===== src/rtl/regfile_scoreboard_if.sv =====
// Decode/writeback bus of the MiniMIPS register file scoreboard.
// The master modport is the pipeline side; the slave modport is the register file.
interface regfile_scoreboard_if #(
  parameter int DATA_W = 32,
  parameter int ADDR_W = 3,
  parameter int CNT_W  = ADDR_W + 1
);
  logic [ADDR_W-1:0] read_reg1;
  logic [ADDR_W-1:0] read_reg2;
  logic [DATA_W-1:0] read_data1;
  logic [DATA_W-1:0] read_data2;
  logic              read_busy1;
  logic              read_busy2;
  logic              issue_valid;
  logic [ADDR_W-1:0] issue_reg;
  logic              issue_ready;
  logic              RegWrite;
  logic [ADDR_W-1:0] write_reg;
  logic [DATA_W-1:0] write_data;
  logic [CNT_W-1:0]  busy_count;

  modport master (
    output read_reg1, read_reg2, issue_valid, issue_reg, RegWrite, write_reg, write_data,
    input  read_data1, read_data2, read_busy1, read_busy2, issue_ready, busy_count
  );

  modport slave (
    input  read_reg1, read_reg2, issue_valid, issue_reg, RegWrite, write_reg, write_data,
    output read_data1, read_data2, read_busy1, read_busy2, issue_ready, busy_count
  );
endinterface


===== src/rtl/regfile_scoreboard.sv =====
// MiniMIPS register file with a per-register busy scoreboard for out-of-order writeback.
// Define REGFILE_BYPASS_EN to forward same-cycle writeback data/busy to reads and issue.
module regfile_scoreboard #(
  parameter int DATA_W = 32,
  parameter int ADDR_W = 3,
  parameter int CNT_W  = ADDR_W + 1
) (
  input logic                 clock,
  input logic                 reset_n,
  regfile_scoreboard_if.slave bus
);
  localparam int NREGS = 2 ** ADDR_W;

  logic [DATA_W-1:0] regs [NREGS];
  logic [NREGS-1:0]  busy;
  logic [CNT_W-1:0]  count_q;

  logic wr_en;
  logic issue_busy;
  logic issue_acc;
  logic cnt_inc;
  logic cnt_dec;

  assign wr_en = bus.RegWrite && (bus.write_reg != '0);

`ifdef REGFILE_BYPASS_EN
  assign issue_busy = busy[bus.issue_reg] && !(wr_en && (bus.write_reg == bus.issue_reg));
`else
  assign issue_busy = busy[bus.issue_reg];
`endif

  assign bus.issue_ready = ~issue_busy;
  assign issue_acc       = bus.issue_valid && !issue_busy && (bus.issue_reg != '0);

  // A same-register issue+writeback leaves the bit set, so it must not count as a clear.
  assign cnt_inc = issue_acc && !busy[bus.issue_reg];
  assign cnt_dec = wr_en && busy[bus.write_reg] &&
                   !(issue_acc && (bus.issue_reg == bus.write_reg));

  always_ff @(posedge clock or negedge reset_n) begin
    if (!reset_n) begin
      for (int i = 0; i < NREGS; i++) begin
        regs[i] <= '0;
      end
      busy    <= '0;
      count_q <= '0;
    end else begin
      if (wr_en) begin
        regs[bus.write_reg] <= bus.write_data;
        busy[bus.write_reg] <= 1'b0;
      end
      // Issue is applied after writeback so the newer pending write wins.
      if (issue_acc) begin
        busy[bus.issue_reg] <= 1'b1;
      end
      count_q <= count_q + CNT_W'(cnt_inc) - CNT_W'(cnt_dec);
    end
  end

  assign bus.busy_count = count_q;

`ifdef REGFILE_BYPASS_EN
  always_comb begin
    bus.read_data1 = regs[bus.read_reg1];
    bus.read_busy1 = busy[bus.read_reg1];
    bus.read_data2 = regs[bus.read_reg2];
    bus.read_busy2 = busy[bus.read_reg2];
    if (wr_en && (bus.write_reg == bus.read_reg1)) begin
      bus.read_data1 = bus.write_data;
      bus.read_busy1 = 1'b0;
    end
    if (wr_en && (bus.write_reg == bus.read_reg2)) begin
      bus.read_data2 = bus.write_data;
      bus.read_busy2 = 1'b0;
    end
  end
`else
  assign bus.read_data1 = regs[bus.read_reg1];
  assign bus.read_busy1 = busy[bus.read_reg1];
  assign bus.read_data2 = regs[bus.read_reg2];
  assign bus.read_busy2 = busy[bus.read_reg2];
`endif

endmodule


===== src/flat_wrapper.sv =====
// flat-port wrapper written by rule: the top's interface ports become plain ports
module regfile_scoreboard_flat 
#(
  parameter int DATA_W = 32,
  parameter int ADDR_W = 3,
  parameter int CNT_W  = ADDR_W + 1
)
  (clock, reset_n, bus_read_reg1, bus_read_reg2, bus_issue_valid, bus_issue_reg, bus_RegWrite, bus_write_reg, bus_write_data, bus_read_data1, bus_read_data2, bus_read_busy1, bus_read_busy2, bus_issue_ready, bus_busy_count);
  regfile_scoreboard_if #(.DATA_W(DATA_W), .ADDR_W(ADDR_W), .CNT_W(CNT_W)) bus_i ();
  input logic clock;
  input logic reset_n;
  input wire logic [$bits(bus_i.read_reg1)-1:0] bus_read_reg1;
  input wire logic [$bits(bus_i.read_reg2)-1:0] bus_read_reg2;
  input wire logic [$bits(bus_i.issue_valid)-1:0] bus_issue_valid;
  input wire logic [$bits(bus_i.issue_reg)-1:0] bus_issue_reg;
  input wire logic [$bits(bus_i.RegWrite)-1:0] bus_RegWrite;
  input wire logic [$bits(bus_i.write_reg)-1:0] bus_write_reg;
  input wire logic [$bits(bus_i.write_data)-1:0] bus_write_data;
  output wire logic [$bits(bus_i.read_data1)-1:0] bus_read_data1;
  output wire logic [$bits(bus_i.read_data2)-1:0] bus_read_data2;
  output wire logic [$bits(bus_i.read_busy1)-1:0] bus_read_busy1;
  output wire logic [$bits(bus_i.read_busy2)-1:0] bus_read_busy2;
  output wire logic [$bits(bus_i.issue_ready)-1:0] bus_issue_ready;
  output wire logic [$bits(bus_i.busy_count)-1:0] bus_busy_count;
  assign bus_i.read_reg1 = bus_read_reg1;
  assign bus_i.read_reg2 = bus_read_reg2;
  assign bus_i.issue_valid = bus_issue_valid;
  assign bus_i.issue_reg = bus_issue_reg;
  assign bus_i.RegWrite = bus_RegWrite;
  assign bus_i.write_reg = bus_write_reg;
  assign bus_i.write_data = bus_write_data;
  assign bus_read_data1 = bus_i.read_data1;
  assign bus_read_data2 = bus_i.read_data2;
  assign bus_read_busy1 = bus_i.read_busy1;
  assign bus_read_busy2 = bus_i.read_busy2;
  assign bus_issue_ready = bus_i.issue_ready;
  assign bus_busy_count = bus_i.busy_count;
  regfile_scoreboard #(.DATA_W(DATA_W), .ADDR_W(ADDR_W), .CNT_W(CNT_W)) u_core (.clock(clock), .reset_n(reset_n), .bus(bus_i));
endmodule

===== config.mk =====
export PLATFORM = sky130hd
export DESIGN_NAME = regfile_scoreboard_flat
export DESIGN_NICKNAME = d
export VERILOG_FILES = /design/src/rtl/regfile_scoreboard_if.sv /design/src/rtl/regfile_scoreboard.sv /design/src/flat_wrapper.sv
export SDC_FILE = /design/constraint.sdc
export NUM_CORES = 1
export LEC_CHECK = 0
export CAP_MARGIN = 0
export CORE_UTILIZATION = 59
export DETAILED_ROUTE_END_ITERATION = 16
export PLACE_DENSITY = 0.81
export SLEW_MARGIN = 25
export SYNTH_ARGS = -nofsm -noshare
export SYNTH_HDL_FRONTEND = slang
export SYNTH_SLANG_ARGS = --single-unit

===== constraint.sdc =====
create_clock -name clock -period 3 [get_ports clock]
set_input_delay 0.45 -clock clock [delete_from_list [all_inputs] [get_ports clock]]
set_output_delay 0.45 -clock clock [all_outputs]
set_load 0.005 [all_outputs]

==> results of run 1 <==
-- worst max-delay path: stages --
cell and delay [ns]:
clkdlybuf4s50_1 0.71, mux2i_1 0.13, mux4_2 0.51, clkdlybuf4s50_1 0.47
-- cells by family (layout without fill, tap and decap cells) --
logic type | Yosys count | after routing | synth area share (%)
AND/OR/NAND/NOR | 21 | 21 | 0.954
AO/OA/AOI/OAI | 12 | 12 | 0.624
buffers and inverters | 106 | 217 | 4.17
XOR/XNOR | 3 | 3 | 0.187
adder cells (fa/ha/maj) | 5 | 5 | 0.499
multiplexers | 429 | 429 | 45.8
flip-flops | 268 | 268 | 47.8
-- state kept, by name, indices dropped and copies added (netlist names) --
register,flops
u_core.regs,256
u_core.busy,8
u_core.bus.busy_count,4
-- how the worst min path moves through the flow --
| stage | end | slack (ns) | cells after the start |
|---|---|---|---|
| final | u_core.regs[251] | 0.40 | 0 |
| after global routing | u_core.regs[255] | 0.41 | 0 |
| after CTS | u_core.regs[251] | 0.40 | 0 |
| after detailed placement | u_core.regs[255] | 0.38 | 0 |
| after global placement | u_core.regs[249] | 0.37 | 0 |
| after floorplan | u_core.bus.busy_count[0] | 0.15 | 0 |
-- cell type report --
type / count / area share (%)
clock buffer: 47 / 5.59
clock inverter: 4 / 0.273
inverter: 8 / 0.182
multi-input combinational: 470 / 41.1
sequential: 268 / 40.6
tap: 319 / 2.42
timing repair buffer: 158 / 9.88
-- report_power, final --
part / total [mW] / switching (mW) / internal (mW)
Clock: 3.57 / 1.41 / 2.16
Combinational: 2.86 / 0.963 / 1.89
Sequential: 4.93 / 0.578 / 4.35
Total: 11.4 / 2.95 / 8.41
-- placed cells by master, fill, tap and decap left out --
master,instances
clkbuf_8,13
nand4_1,1
o31ai_1,6
clkdlybuf4s50_1,111
a21o_1,1
a31oi_1,1
fa_1,1
buf_2,2
dlygate4sd3_1,1
buf_8,1
dfrtp_1,268
buf_12,13
ha_1,4
inv_1,8
nand3b_1,1
clkbuf_16,29
mux4_1,20
o311a_1,1
o41ai_1,1
buf_4,30
mux2_2,187
bufinv_16,1
mux4_4,5
nor4bb_4,3
clkinv_2,3
nand2_1,7
mux2i_1,4
a21oi_1,1
xnor2_1,3
mux2_1,104
mux4_2,109
nand4b_1,3
o21ai_0,1
nand2b_1,6
clkbuf_1,5
-- stage by stage --
step	area [um^2]	worst slack [ns]	std cells	hold WS, ns	utilization (%)
3_3_place_gp	15500	0.119	1222	0.371	66.4
4_1_cts	16500	0.266	1274	0.396	70.6
3_5_place_dp	15500	0.0987	1222	0.382	66.4
2_1_floorplan	14000	0.551	844	0.154	-
5_1_grt	16500	0.193	1274	0.411	70.6
6_report	16500	0.276	1274	0.397	70.6
-- metal layers --
layer  GRT usage [%]  routed length [um]
met1            37.9               13000
met2            48.5               16800
met3            4.24                1990
met4            8.82                 768
met5               0                   0
-- repair_timing --
action                                 CTS  global route
setup endpoints to repair                0             0
hold buffers                             1             0
endpoints found under the hold margin   86             0
==> flow_metrics.tcl, run 1 <==
set metrics [dict create \
    drc 0 \
    cts_root_buffer "clkbuf_16" \
    leakagePower_nw 6.94 \
    critical_path_class "input port to primary output" \
    n_fill_cell 1519 \
    powerDensity_mw_per_mm2 687 \
    fmax_mhz 367 \
    cts_tree "yes" \
    startpoint_type "input port" \
    initialDrtViolationCount 379 \
    r2r_cells 9 \
    ys_ff_latch 268 \
    ir_drop_mv 0.482 \
    cp.arrival_ns 2.27 \
    numCtsBuffers 29 \
    cp-startpoint "bus_issue_reg[0]" \
    post-cts-setup-buffers 0 \
    maxCapViolCount 0 \
    io_pins 119 \
    worstReg2RegEnd "u_core.bus.busy_count[2]" \
    hold_class "flip-flop to flip-flop" \
    synthTopCellsByCount "268 x dfrtp_1, 187 x mux2_2, 109 x mux4_2" \
    ant_nets 0 \
    diodes 0 \
    clock_latency_ns 0.53 \
    synth_largest_area_cell "dfrtp_1" \
    core_area_mm2 0.0234 \
    first_global_vias 9208 \
    numClockSinks 268 \
    finalSetupViolCount 0 \
    regArea_mm2 0.00671 \
    multiInputGateArea_mm2 0.00679 \
    post-route-min-period_ns 2.72 \
    end_kind "primary output" \
    grt_usage_pct 28.4 \
    outcome "finished, final reports clean" \
    syn2layout_area_growth_pct 17.7 \
    syn-num-nets 897 \
    cp.required_ns 2.55 \
    ys_types 30 \
    ys_warn_count 0 \
    rsz0062_at_grt "no" \
    hold_start "u_core.regs[251]" \
    num_rows 56 \
    die_x_um 156 \
    netlist_top_cells_area "dfrtp_1 48%, mux4_2 17%, mux2_2 15%" \
    cts_buffer_depth 3 \
    hold_viol 0 \
    port_buffers 118 \
    slew_violations 0 \
    worst-path-max-fanout 9 \
    fin_nets 988 \
    grt_max_degree 93 \
    synthMostInstantiatedCell "dfrtp_1" \
    synth_top_area_share_pct 47.8 \
    avgRoutedWirePerCell_um 25.5 \
    routabilityCongestion 0.856 \
    dieArea_mm2 0.0244 \
    die_h_um 156 \
    r2r_setup_slack_ns 0.59 \
    skew_ns 0.00594 \
    rr_startpoint "u_core.busy[7]" \
    grt_overflow 0 \
    synthesis.area_mm2 0.0140 \
    setup_tns_ns 0 \
    h-tree-depth 1 \
    num_vias 8168 \
    antenna_found_initial 0 \
    firstDrtPassIters 4 \
    crit_end "bus_issue_ready" \
    dp.final_hpwl_um 20300 \
    grt_pass1_wl_um 52300 \
    via_per_inst 6.41 \
    ys_seq_area_share_pct 47.8 \
    power_mw 11.4 \
    synth_ff_type "dfrtp_1" \
    post_cts_resized 0 \
    worst_pin_slew_ns 0.711 \
    clk_pin_slew_ns 0.06 \
    start_util_pct 60.0 \
    syn_inst 844 \
    fin_crit_sh_pct 90.8 \
    drt-total-wl_um 32500 \
    max_slew_margin_pct 52.6 \
    synth_edf_count 0 \
    synthArstFlopShare_pct 100 \
    drive_above_1_share_pct 41.5 \
    avgSynthCellArea_um2 16.6 \
]
(Power assumes the default switching activity.)
==> run 2: changes to the inputs <==
SLEW_MARGIN = 20   (was 25)
==> results of run 2 <==
The final DEF is identical to that of run 1; final timing and power are the same.
